[src/rtl/wb_arbiter.sv]
// wb_arbiter: round-robin arbiter for the single register-file write port.
//
// N write-back requesters (ALU, load unit, CSR path, debug) share the regm
// bank's cen/din. At most one requester is granted per cycle. The winner gets
// a one-cycle ack, and its register index and data are driven as registered
// write strobe/address/data. Register 0 is hardwired zero: a request to it is
// acked, but wr_en stays low.
//
// Ports:
//   clk      - clock, all state updates on the rising edge
//   reset    - asynchronous reset, active low
//   stall    - register bank busy: no new grant this cycle
//   req      - per-requester level write request, held until acked
//   addr_i   - packed register indices, requester k at [k*AW +: AW]
//   data_i   - packed write data, requester k at [k*WIDTH +: WIDTH]
//   ack      - one-hot, one-cycle acknowledge to the granted requester
//   wr_en    - register bank cen
//   wr_addr  - register bank write index
//   wr_data  - register bank din
//   grant_id - index of the last granted requester
//
// Optional feature macro: WBARB_FIXED_PRIO_EN
//   When defined, requester 0 always wins whenever it is eligible. Requesters
//   1..N-1 arbitrate round-robin among themselves, and the pointer only
//   follows their grants.
module wb_arbiter #(
  parameter int WIDTH = 32,
  parameter int N     = 4,
  parameter int AW    = 4,
  parameter int IDW   = 2
) (
  input  logic               clk,
  input  logic               reset,
  input  logic               stall,
  input  logic [N-1:0]       req,
  input  logic [N*AW-1:0]    addr_i,
  input  logic [N*WIDTH-1:0] data_i,
  output logic [N-1:0]       ack,
  output logic               wr_en,
  output logic [AW-1:0]      wr_addr,
  output logic [WIDTH-1:0]   wr_data,
  output logic [IDW-1:0]     grant_id
);

  logic [N-1:0]     ack_q, ack_d;
  logic             wrEn_q, wrEn_d;
  logic [AW-1:0]    wrAddr_q, wrAddr_d;
  logic [WIDTH-1:0] wrData_q, wrData_d;
  logic [IDW-1:0]   grantId_q, grantId_d;
  logic [IDW-1:0]   last_q, last_d;

  logic [N-1:0]     elig;
  logic             found;
  logic [IDW-1:0]   winner;
  logic [IDW-1:0]   scanSel;
  int               scanIdx;
  logic [N-1:0]     grantOneHot;
  logic [AW-1:0]    selAddr;
  logic [WIDTH-1:0] selData;

  // A requester acked this cycle is masked out. It may still hold req for
  // one cycle, and it must not be granted twice for the same request.
  // The scan starts one past the last winner and wraps around.
  always_comb begin
    elig    = req & ~ack_q;
    found   = 1'b0;
    winner  = '0;
    scanIdx = 0;
    scanSel = '0;
`ifdef WBARB_FIXED_PRIO_EN
    if (elig[0]) begin
      found  = 1'b1;
      winner = '0;
    end
`endif
    for (int i = 1; i <= N; i++) begin
      scanIdx = (int'(last_q) + i) % N;
      scanSel = IDW'(scanIdx);
`ifdef WBARB_FIXED_PRIO_EN
      if (!found && scanIdx != 0 && elig[scanSel]) begin
`else
      if (!found && elig[scanSel]) begin
`endif
        found  = 1'b1;
        winner = scanSel;
      end
    end
  end

  // Steer the winner's index and data, and build its one-hot ack.
  always_comb begin
    selAddr     = '0;
    selData     = '0;
    grantOneHot = '0;
    for (int k = 0; k < N; k++) begin
      if (winner == IDW'(k)) begin
        selAddr        = addr_i[k*AW +: AW];
        selData        = data_i[k*WIDTH +: WIDTH];
        grantOneHot[k] = 1'b1;
      end
    end
  end

  // ack and wr_en are pulses, so they default low. Address, data, grant id
  // and pointer hold when nothing is granted.
  always_comb begin
    ack_d     = '0;
    wrEn_d    = 1'b0;
    wrAddr_d  = wrAddr_q;
    wrData_d  = wrData_q;
    grantId_d = grantId_q;
    last_d    = last_q;
    if (!stall && found) begin
      ack_d     = grantOneHot;
      wrEn_d    = (selAddr != '0);
      wrAddr_d  = selAddr;
      wrData_d  = selData;
      grantId_d = winner;
`ifdef WBARB_FIXED_PRIO_EN
      if (winner != '0) begin
        last_d = winner;
      end
`else
      last_d = winner;
`endif
    end
  end

  // The pointer resets to N-1, so requester 0 is first in line.
  always_ff @(posedge clk or negedge reset) begin
    if (!reset) begin
      ack_q     <= '0;
      wrEn_q    <= 1'b0;
      wrAddr_q  <= '0;
      wrData_q  <= '0;
      grantId_q <= IDW'(N - 1);
      last_q    <= IDW'(N - 1);
    end else begin
      ack_q     <= ack_d;
      wrEn_q    <= wrEn_d;
      wrAddr_q  <= wrAddr_d;
      wrData_q  <= wrData_d;
      grantId_q <= grantId_d;
      last_q    <= last_d;
    end
  end

  assign ack      = ack_q;
  assign wr_en    = wrEn_q;
  assign wr_addr  = wrAddr_q;
  assign wr_data  = wrData_q;
  assign grant_id = grantId_q;

endmodule

[config.mk]
export PLATFORM = sky130hd
export DESIGN_NAME = wb_arbiter
export DESIGN_NICKNAME = d
export VERILOG_FILES = /design/src/rtl/wb_arbiter.sv
export SDC_FILE = /design/constraint.sdc
export NUM_CORES = 1
export LEC_CHECK = 0
export ABC_CLOCK_PERIOD_IN_PS = 3600
export CAP_MARGIN = 15
export CORE_MARGIN = 4
export CORE_UTILIZATION = 38
export CTS_CLUSTER_DIAMETER = 60
export DETAILED_ROUTE_END_ITERATION = 10
export GPL_ROUTABILITY_DRIVEN = 0
export PLACE_DENSITY = 0.94
export REMOVE_ABC_BUFFERS = 1
export SYNTH_ARGS = -nofsm -noshare
export SYNTH_HDL_FRONTEND = slang
export SYNTH_SLANG_ARGS = --single-unit
export TNS_END_PERCENT = 5
[constraint.sdc]
create_clock -name clk -period 3.6 [get_ports clk]
set_input_delay 0.72 -clock clk [delete_from_list [all_inputs] [get_ports clk]]
set_output_delay 0.72 -clock clk [all_outputs]
set_load 0.005 [all_outputs]
### Yosys cells after proc, flatten, opt, wreduce, memory -nomap -nowiden

Index checks and enable logic that the tools add are counted.

| storage, ports and cells | value |
|---|---|
| register bits after elaboration | 43 |

| operators by class | value |
|---|---|
| order comparisons | 4 |
| reductions and logical operators | 10 |
| bitwise gates (word level) | 2 |
| equality and inequality tests | 3 |
| add/sub/neg operators | 4 |
| muxes and demuxes | 30 |

Operators by type and width:

| kind | count |
|---|---|
| $mux 32 | 4 |
| $mux 4 | 5 |
| $mux 1 | 13 |
| $lt 2x3->1 const B | 4 |
| $bmux 1 s2 | 4 |
| $mux 2 | 4 |
| $add 2x1->2 const B | 2 |
| $add 2x2->2 const B | 2 |
| $and 4x4->4 | 1 |
| $eq 2x2->1 const B | 2 |
| $logic_and 1x1->1 | 4 |
| $logic_not 1->1 | 4 |
| $not 4->4 | 1 |
| $reduce_bool 4->1 | 1 |
| $eq 2x1->1 const B | 1 |
| $logic_not 2->1 | 1 |

### Longest topological paths before layout

Gate-level depths: netlist of the first run.

| logic depth | value |
|---|---|
| word-level depth | 21 |
| gate-level depth with buffers | 9 |

### Worst setup path after synthesis of the first run

No wires, ideal clock.

| timing | value |
|---|---|
| path type | input to register |
| from | input port req[0] |
| to | register wrData_q[6], in the netlist wr_data[6] |
| setup slack | 1.231 ns |
| stages on the path | 6 |
| data arrival time | 2.286 ns |
| setup time | 0.083 ns |
| buffers on the path | 1 |
| cells stage by stage | nor2b_1 > o22ai_1 > a221oi_4 > buf_4 > mux2_2 > o21ai_0 |

| between the ends | value |
|---|---|
| word-level cells in the longest chain between the ends | 18 |

RTL lines:

| what | RTL line | source |
|---|---|---|
| start, declared | 35 | `input logic [N-1:0] req,` |
| $and 4x4->4 * | 65 | `elig = req & ~ack_q;` |
| $bmux 1 s2 | 82 | `if (!found && elig[scanSel]) begin` |
| $mux 1 (not written as such) | 82 |  |
| $mux 1 | 82 |  |
| $logic_not 1->1 | 82 |  |
| $logic_and 1x1->1 | 82 |  |
| $mux 1 | 82 |  |
| $logic_not 1->1 | 82 |  |
| $logic_and 1x1->1 | 82 |  |
| $mux 1 | 82 |  |
| $logic_not 1->1 | 82 |  |
| $logic_and 1x1->1 | 82 |  |
| $mux 2 | 82 |  |
| $logic_not 2->1 | 96 | `if (winner == IDW'(k)) begin` |
| $mux 32 (4 in series) | 96 |  |
| end signal, assigned | 142 | `wrData_q <= wrData_d;` |
| end, declared | 48 | `logic [WIDTH-1:0] wrData_q, wrData_d;` |

Every way passes the cells marked *; elsewhere a longest branch is shown, timed or not. The select of a mux whose other input is x is not followed.
A chain may end at the register's enable or synchronous reset.

### Final worst setup path of the first run

| timing | value |
|---|---|
| from | input port req[1] |
| to | register wrData_q[15], in the netlist wr_data[15] |

The elaborated chain is that of the path after synthesis.

==> results of run 1 <==
==> placed cells by master (no fill, tap or decap), types with 2 or more instances in the layout <==
cell type / synthesis / routed
mux2i_1: 37 / 37
nor2b_1: 2 / 2
dfstp_2: 2 / 2
clkdlybuf4s50_1: 0 / 192
nand3_1: 2 / 2
nor2_1: 2 / 2
dfrtp_1: 41 / 41
inv_1: 2 / 2
a21oi_1: 3 / 3
clkinv_2: 0 / 3
o21ai_1: 15 / 15
nand2_1: 26 / 26
nand2b_1: 3 / 3
buf_4: 7 / 7
nor3_1: 6 / 6
a22oi_1: 32 / 32
o21ai_0: 23 / 23
mux2_2: 34 / 34
clkbuf_8: 0 / 5
==> synthesized netlist by cell type <==
master | count | area [µm²]
and3_1 | 1 | 6.26
a31oi_1 | 1 | 6.26
a32o_1 | 1 | 10.0
nor3_1 | 6 | 30.0
o211ai_1 | 1 | 7.51
nand2b_1 | 3 | 18.8
mux2_2 | 34 | 383
dfstp_2 | 2 | 52.6
inv_1 | 2 | 7.51
clkbuf_1 | 9 | 33.8
o31ai_1 | 1 | 7.51
a221oi_4 | 1 | 26.3
o22ai_1 | 1 | 6.26
o21ai_1 | 15 | 75.1
nand2_1 | 26 | 97.6
a22oi_1 | 32 | 240
and3b_1 | 1 | 8.76
nor3_4 | 1 | 16.3
a32oi_1 | 1 | 8.76
dfrtp_1 | 41 | 1030
buf_2 | 3 | 15.0
nand3_1 | 2 | 10.0
nor2b_1 | 2 | 12.5
nor2_2 | 1 | 6.26
mux2i_1 | 37 | 370
a31o_2 | 1 | 8.76
buf_6 | 3 | 33.8
a21oi_1 | 3 | 15.0
nand3b_1 | 1 | 7.51
nor2_1 | 2 | 7.51
a22o_1 | 1 | 8.76
o32a_1 | 1 | 10.0
or3b_1 | 1 | 8.76
o21ai_0 | 23 | 115
buf_4 | 7 | 52.6
==> logic make-up after synthesis <==
kind of cell,after synthesis,share of synthesized area
and+or+nand+nor,47,0.0837
muxes,71,0.274
AOI/OAI and AO/OA,83,0.198
DFF,43,0.392
buffers and inverters,24,0.0519
==> metrics by stage <==
step | instance area, µm² | cells | hold slack (ns) | setup WS [ns]
3_5_place_dp | 4740 | 543 | 0.475 | 0.312
2_1_floorplan | 2620 | 246 | 0.424 | -0.156
4_1_cts | 4820 | 551 | 0.494 | 0.606
6_report | 4820 | 551 | 0.491 | 0.561
5_1_grt | 4820 | 551 | 0.509 | 0.479
3_3_place_gp | 4740 | 543 | 0.462 | 0.505
==> power by group through the flow <==
stage / logic [mW] / registers [mW] / clock network, mW
after detailed placement: 2.02 / 0.874 / 0
final: 2.00 / 0.869 / 0.297
after CTS: 2.03 / 0.868 / 0.309
after floorplan: 1.06 / 0.876 / 0
after global placement: 1.94 / 0.856 / 0
after global routing: 2.17 / 0.898 / 0.332
==> layout make-up <==
type                       count  area share
inverter                       2     0.00156
clock buffer                   5      0.0143
timing repair buffer         201       0.415
sequential                    43       0.224
tap                           96      0.0249
clock inverter                 3     0.00312
multi-input combinational    201       0.317
==> flip-flops by register name (all words and copies together), names as in the netlist <==
name and flops:
wr_data 32, ack 4, wr_en 1, wr_addr 4, last_q 2
==> worst max-delay path: stages <==
cell and delay, ns:
clkdlybuf4s50_1 0.46, nor2b_1 0.18, a32oi_1 0.26, and3_2 0.56, buf_12 0.31, buf_4 0.24, mux2i_1 0.22, mux2_2 0.17
o21ai_1 0.05
==> worst max-delay path by stage <==
stage,to,slack [ns],depth (start not counted)
floorplan,wr_data[0]$_DFFE_PN0P_,-0.16,6
global placement,wr_data[5]$_DFFE_PN0P_,0.50,9
detailed placement,wr_data[15]$_DFFE_PN0P_,0.31,9
CTS,wr_data[15]$_DFFE_PN0P_,0.61,9
global route,wr_data[28]$_DFFE_PN0P_,0.48,9
finish,wr_data[15]$_DFFE_PN0P_,0.56,9
==> layer usage <==
| metal | global-route usage | share of wire | vias to the layer above |
|---|---|---|---|
| met2 | 0.413 | 0.53 | 147 |
| met3 | 0.0772 | 0.10 | 12 |
| met4 | 0.0696 | 0.013 | 0 |
| li1 | - | - | 1374 |
| met5 | 0 | 0 | - |
| met1 | 0.228 | 0.35 | 1384 |
==> impl_metrics.csv, run 1 <==
group,metric,value,unit
floorplan,start_util,0.398,
timing,max_freq,0.329,GHz
cells_and_area,layout.nets,605,
global_routing,grt_usage,0.220,
power_and_ir_drop,leakage,1.96,nW
floorplan,die_h,93.1,µm
floorplan,chipWidth,93.1,µm
synth,synth_seq_cells,43,
synth,yosysWarnings,0,
critical_path,cp.arrival,3.19,ns
power_and_ir_drop,peakVddDrop,291,µV
run_status,status,"completed",
power_and_ir_drop,intPower,2.01,mW
cells_and_area,drive_gt1_frac,0.127,
clock_network,cts_buffer_depth,2,
power_and_ir_drop,pwr-share-seq,0.274,
synth,syn_area,2750,µm²
timing,slew_viol_final,0,
placement,port-buffer-count,193,
clock_network,clkTransAtPathRegs,0.08,ns
cells_and_area,multi_input_area,1530,µm²
worst_hold_path,hold_start,"wr_data[12]$_DFFE_PN0P_",
critical_path,endpoint_kind,"register",
global_routing,grt_pass1_vias,3141,
detailed_routing,drc_errors,0,
worst_hold_path,hold_path_depth,2,
critical_path,startpoint,"req[1]",
critical_path,reg2regPathDepth,8,
synth,synth.distinct_cells,35,
detailed_routing,ant_nets,0,
critical_path,reg2reg_to,"wr_data[15]$_DFFE_PN0P_",
job,cap_violations,0,
global_routing,grt_remaining_overflow,0,
power_and_ir_drop,power_per_cell_area,658,nW/µm²
timing,setup_viol,0,
global_routing,grt_max_degree,81,
timing,rsz0062_at_grt,"no",
clock_network,htree_levels,2,
floorplan,die_area,8660,µm²
clock_network,clock_latency,0.29,ns
power_and_ir_drop,power_switching,1.16,mW
timing,clock-skew-final,0.00721,ns
worst_hold_path,hold_end,"wr_data[12]$_DFFE_PN0P_",
cells_and_area,area_delta_synth_final,75.3,%
clock_network,cts_hold_repair.buffers,0,
global_routing,antenna_found_initial,0,
cells_and_area,fillers,557,
floorplan,core,6910,µm²
timing,min_period,3.04,ns
clock_network,cts_tree,"yes",
cells_and_area,antennaDiodeCount,0,
detailed_routing,wire_per_inst,17.8,µm
critical_path,path_max_fanout,37,
detailed_routing,drtIter0Drc,73,
critical_path,critPathKind,"in -> reg",
clock_network,root_buffer,"clkbuf_8",
detailed_routing,viasPerCell,5.29,
placement,hpwlAfterDp,7740,µm
clock_network,post-cts-setup-buffers,0,
power_and_ir_drop,clkPwrFrac,0.094,
global_routing,grt_pass1_wl,15100,µm
critical_path,critPathLaunchType,"input pin",
critical_path,reg2reg_from,"last_q[1]$_DFFE_PN1P_",
synth,synth_area_per_cell,10.3,µm²
detailed_routing,drt_pass1_iterations,4,
synth,synth_seq_area_share,0.392,
detailed_routing,vias,2917,
cells_and_area,final_util,0.698,
worst_hold_path,hp-class,"reg -> reg",
clock_network,cts_repair_resize_count,0,
cells_and_area,register_area,1080,µm²
floorplan,row_count,30,
power_and_ir_drop,fin_total_pwr,3.17,mW
timing,finalHoldViolCount,0,
floorplan,num_io_pins,194,
critical_path,required,3.75,ns
power_and_ir_drop,comb_power_share,0.632,
detailed_routing,wirelength,9800,µm
timing,finalSetupTns,0,ns
timing,maxSlewHeadroom,0.346,
timing,tightest_slew,0.980,ns
critical_path,r2r_slack,0.86,ns
clock_network,cts_sinks,43,
power_and_ir_drop,swShare,0.367,
timing,fin_crit_sh,0.844,
synth,synthCells,268,
clock_network,cts_made_buffers,5,
(Power assumes the default switching activity.)
==> inputs of run 2 (changes only) <==
--- a/config.mk
+++ b/config.mk
@@ -5,14 +5,14 @@
 export SDC_FILE = /design/constraint.sdc
 export NUM_CORES = 1
 export LEC_CHECK = 0
-export ABC_CLOCK_PERIOD_IN_PS = 3600
+export ABC_CLOCK_PERIOD_IN_PS = 3010
 export CAP_MARGIN = 15
 export CORE_MARGIN = 4
-export CORE_UTILIZATION = 38
+export CORE_UTILIZATION = 35
 export CTS_CLUSTER_DIAMETER = 60
 export DETAILED_ROUTE_END_ITERATION = 10
 export GPL_ROUTABILITY_DRIVEN = 0
-export PLACE_DENSITY = 0.94
+export PLACE_DENSITY = 0.88
 export REMOVE_ABC_BUFFERS = 1
 export SYNTH_ARGS = -nofsm -noshare
 export SYNTH_HDL_FRONTEND = slang
==> constraint.sdc (replaced) <==
create_clock -name clk -period 3.01 [get_ports clk]
set_input_delay 0.602 -clock clk [delete_from_list [all_inputs] [get_ports clk]]
set_output_delay 0.602 -clock clk [all_outputs]
set_load 0.005 [all_outputs]
==> impl_metrics.csv, run 2 (synthesized netlist as in run 1, its figures left out) <==
group,metric,value,unit
clock_network,cts_hold_repair.buffers,0,
cells_and_area,post-route-cell-area,4840,µm²
floorplan,core,7690,µm²
cells_and_area,drive_gt1_frac,0.123,
floorplan,num_io_pins,194,
detailed_routing,drtIter0Drc,82,
cells_and_area,layout_common_cells,"clkdlybuf4s50_1 (192), dfrtp_1 (41), mux2i_1 (37), mux2_2 (34), a22oi_1 (32)",
critical_path,endpoint_kind,"register",
detailed_routing,drt_pass1_iterations,4,
detailed_routing,viasPerCell,5.08,
floorplan,die_area,9340,µm²
clock_network,clkTransAtPathRegs,0.08,ns
power_and_ir_drop,power_per_cell_area,782,nW/µm²
timing,maxSlewHeadroom,0.329,
critical_path,path_max_fanout,16,
global_routing,grt_pass1_vias,3123,
cells_and_area,fillers,661,
detailed_routing,ant_nets,0,
placement,place_area,4760,µm²
cells_and_area,final_common_cell,"clkdlybuf4s50_1",
cells_and_area,antennaDiodeCount,0,
clock_network,clock_latency,0.29,ns
cells_and_area,layout.nets,606,
clock_network,cts_tree,"yes",
critical_path,required,3.21,ns
timing,max_freq,0.380,GHz
critical_path,critPathKind,"in -> reg",
cells_and_area,largest_reg_flops,32,
job,cap_violations,0,
worst_hold_path,hp-class,"in -> async",
critical_path,cp.arrival,2.83,ns
placement,pre_cts_ws,0.0514,ns
power_and_ir_drop,leakage,1.96,nW
timing,rsz0062_at_grt,"no",
clock_network,cts_buffer_depth,2,
global_routing,grt_remaining_overflow,0,
power_and_ir_drop,peakVddDrop,352,µV
placement,port-buffer-count,193,
floorplan,chipWidth,96.6,µm
timing,clock-skew-final,0.00485,ns
detailed_routing,vias,2836,
floorplan,die_h,96.6,µm
critical_path,critPathLaunchType,"input pin",
global_routing,grt_usage,0.200,
detailed_routing,drc_errors,0,
placement,hpwlAfterDp,7440,µm
timing,slew_viol_final,0,
clock_network,cts_sinks,43,
timing,finalWorstSetupSlack,0.378,ns
detailed_routing,wire_per_inst,17.0,µm
run_status,status,"completed",
timing,tightest_slew,1.01,ns
timing,finalHoldViolCount,0,
clock_network,post-cts-setup-buffers,0,
clock_network,htree_levels,2,
floorplan,start_util,0.358,
cells_and_area,area_delta_synth_final,76.1,%
global_routing,antenna_found_initial,0,
clock_network,cts_repair_resize_count,0,
timing,min_period,2.63,ns
timing,fin_crit_sh,0.874,
floorplan,row_count,32,
detailed_routing,wirelength,9480,µm
clock_network,cts_made_buffers,5,
timing,setup_viol,0,
clock_network,root_buffer,"clkbuf_8",
global_routing,grt_max_degree,44,
global_routing,grt_pass1_wl,15300,µm
-- run 2: changes by cell type in the layout (fill, tap and decap cells not counted), sizes merged --
cell    previous run  this run
clkbuf             5         8
clkinv             3         0
buf                9        10
-- run 2: stage by stage --
stage	utilization	power [mW]	std cells	TNS (ns)	hold slack [ns]
after floorplan	-	2.31	246	-19.17	0.306
after global placement	0.620	3.38	550	0	0.462
after detailed placement	0.620	3.46	550	0	0.472
after CTS	0.630	3.83	558	0	0.491
after global routing	0.630	4.07	558	0	0.515
final	0.630	3.79	558	0	0.478
-- run 2: layout make-up --
type / instances / area (µm²) / area share
Timing Repair Buffer: 202 / 2020 / 0.417
Multi-Input combinational cell: 201 / 1530 / 0.316
Sequential cell: 43 / 1080 / 0.223
Tap cell: 102 / 128 / 0.0263
Clock buffer: 8 / 80.1 / 0.0165
Inverter: 2 / 7.51 / 0.00155
-- run 2: critical path: stages --
cell             delay (ns)
clkdlybuf4s50_1        0.52
or3b_1                 0.37
a21oi_1                0.26
a221oi_4               0.07
nor2_2                 0.62
a22oi_1                0.19
o21ai_0                0.20
-- run 2: routing by layer --
layer | share of wire | GRT usage
met1 | 0.37 | 0.214
met2 | 0.52 | 0.370
met3 | 0.083 | 0.0649
met4 | 0.022 | 0.0648
met5 | 0 | 0
-- run 2: report_power, final --
part | internal [mW] | switching (mW) | total, mW
Combinational | 1.39 | 0.999 | 2.39
Sequential | 0.862 | 0.180 | 1.04
Clock | 0.165 | 0.188 | 0.353
-- run 2: final timing paths --
path,startpoint,to,slack [ns],cells past startpoint
min in group clk,wr_data[30]$_DFFE_PN0P_,wr_data[30]$_DFFE_PN0P_,0.48,2
worst min register to register,wr_data[30]$_DFFE_PN0P_,wr_data[30]$_DFFE_PN0P_,0.48,2
worst max-delay path,req[1],wr_data[4]$_DFFE_PN0P_,0.38,7
worst min-delay path,reset,wr_data[22]$_DFFE_PN0P_,0.48,1
worst max register to register,last_q[1]$_DFFE_PN1P_,wr_data[17]$_DFFE_PN0P_,0.74,7
max in group asynchronous,reset,wr_data[25]$_DFFE_PN0P_,1.90,1
==> inputs of run 3 (changes only) <==
--- a/config.mk
+++ b/config.mk
@@ -11,7 +11,6 @@
 export CORE_UTILIZATION = 35
 export CTS_CLUSTER_DIAMETER = 60
 export DETAILED_ROUTE_END_ITERATION = 10
-export GPL_ROUTABILITY_DRIVEN = 0
 export PLACE_DENSITY = 0.88
 export REMOVE_ABC_BUFFERS = 1
 export SYNTH_ARGS = -nofsm -noshare
==> constraint.sdc (replaced) <==
create_clock -name clk -period 3.01 [get_ports clk]
set_input_delay 0.301 -clock clk [delete_from_list [all_inputs] [get_ports clk]]
set_output_delay 0.301 -clock clk [all_outputs]
set_load 0.005 [all_outputs]
==> impl_metrics.csv, run 3 (synthesized netlist as in run 1, its figures left out) <==
group,metric,value,unit
critical_path,cp.arrival,2.63,ns
floorplan,row_count,32,
critical_path,reg2reg_from,"last_q[1]$_DFFE_PN1P_",
clock_network,cts_made_buffers,5,
critical_path,path_max_fanout,29,
timing,maxSlewHeadroom,0.338,
timing,clock-skew-final,0.00636,ns
critical_path,required,3.15,ns
clock_network,cts_sinks,43,
cells_and_area,final_common_cell,"clkdlybuf4s50_1",
global_routing,grt_remaining_overflow,0,
clock_network,root_buffer,"clkbuf_8",
timing,fin_crit_sh,0.826,
detailed_routing,wire_per_inst,17.0,µm
placement,gp_congestion,0.786,
detailed_routing,viasPerCell,5.19,
global_routing,antenna_found_initial,0,
timing,max_freq,0.402,GHz
timing,finalHoldViolCount,0,
cells_and_area,layout_common_cells,"clkdlybuf4s50_1 (192), dfrtp_1 (41), mux2i_1 (37), mux2_2 (34), a22oi_1 (32)",
power_and_ir_drop,power_switching,1.35,mW
cells_and_area,largest_reg_flops,32,
timing,finalSetupTns,0,ns
power_and_ir_drop,swShare,0.363,
critical_path,critPathKind,"reg -> reg",
floorplan,start_util,0.358,
detailed_routing,drc_errors,0,
timing,tightest_slew,0.993,ns
timing,setup_viol,0,
clock_network,post-cts-setup-buffers,0,
power_and_ir_drop,leakage,1.93,nW
global_routing,grt_usage,0.198,
cells_and_area,antennaDiodeCount,0,
placement,hpwlAfterDp,7260,µm
timing,min_period,2.49,ns
critical_path,startpoint,"last_q[1]$_DFFE_PN1P_",
floorplan,chipWidth,96.6,µm
detailed_routing,drt_pass1_iterations,4,
timing,slew_viol_final,0,
cells_and_area,final_util,0.623,
timing,rsz0062_at_grt,"no",
critical_path,endpoint_kind,"register",
detailed_routing,drtIter0Drc,108,
clock_network,cts_tree,"yes",
cells_and_area,instances_no_fill,554,
power_and_ir_drop,peakVddDrop,381,µV
worst_hold_path,hp-class,"in -> async",
floorplan,die_area,9340,µm²
clock_network,clock_latency,0.29,ns
power_and_ir_drop,intPower,2.36,mW
detailed_routing,wirelength,9400,µm
power_and_ir_drop,fin_total_pwr,3.71,mW
floorplan,num_io_pins,194,
power_and_ir_drop,power_per_cell_area,774,nW/µm²
clock_network,clkTransAtPathRegs,0.08,ns
detailed_routing,vias,2876,
clock_network,cts_repair_resize_count,0,
power_and_ir_drop,pwr-share-seq,0.279,
global_routing,grt_pass1_wl,15200,µm
placement,port-buffer-count,193,
critical_path,critPathLaunchType,"register",
clock_network,htree_levels,2,
global_routing,grt_pass1_vias,3144,
placement,placed_cells,546,
floorplan,die_h,96.6,µm
power_and_ir_drop,comb_power_share,0.624,
cells_and_area,area_delta_synth_final,74.1,%
job,cap_violations,0,
detailed_routing,ant_nets,0,
timing,fin_hold_ws,0.174,ns
global_routing,grt_max_degree,81,
clock_network,cts_hold_repair.buffers,0,
cells_and_area,layout.nets,602,
cells_and_area,drive_gt1_frac,0.115,
clock_network,cts_buffer_depth,2,
run_status,status,"completed",
floorplan,core,7690,µm²
power_and_ir_drop,clkPwrFrac,0.097,
-- run 3: cell count changes in the layout (fill, tap and decap cells not counted) --
cell    previous run  this run
buf_12             2         0
buf_4              7         5
-- run 3: power by group through the flow --
| stage | clock network, mW | logic (mW) | registers (mW) |
|---|---|---|---|
| detailed placement | 0 | 2.33 | 1.05 |
| global placement | 0 | 2.27 | 1.03 |
| global route | 0.391 | 2.52 | 1.08 |
| CTS | 0.366 | 2.34 | 1.04 |
| finish | 0.358 | 2.31 | 1.03 |
| floorplan | 0 | 1.27 | 1.05 |
-- run 3: cell type report --
type	count	area, µm²
clock buffer	8	80.1
timing repair buffer	198	1960
sequential	43	1080
fill	654	2900
tap	102	128
multi-input combinational	201	1530
inverter	2	7.51
-- run 3: metal layers --
layer | track usage | wire length (µm)
met5 | 0 | 0
met3 | 0.0634 | 725
met2 | 0.359 | 4870
met4 | 0.0929 | 325
met1 | 0.206 | 3480
-- run 3: worst max-delay path, cell delays in order, from the launching register on --
cell and delay [ns]:
dfstp_2 0.63, nand3b_1 0.12, a32oi_1 0.25, and3_2 0.25
buf_4 0.40, mux2_2 0.40, a22oi_1 0.17, o21ai_0 0.11
-- run 3: path summary, 6_finish.rpt --
path                            depth (start not counted)  slack [ns]                      end
worst min-delay path                                    1        0.17  wr_data[30]$_DFFE_PN0P_
min in group clk                                        2        0.49   wr_data[8]$_DFFE_PN0P_
max in group asynchronous                               1        2.22   wr_data[2]$_DFFE_PN0P_
worst max register to register                          7        0.52  wr_data[11]$_DFFE_PN0P_
worst max-delay path                                    7        0.52  wr_data[11]$_DFFE_PN0P_
worst min register to register                          2        0.49   wr_data[8]$_DFFE_PN0P_
-- run 3: stage by stage --
step                area, µm²  setup WS (ns)
floorplan                2620         -0.588
global placement         4710          0.466
detailed placement       4710          0.332
CTS                      4790          0.511
global route             4790          0.343
finish                   4790          0.523
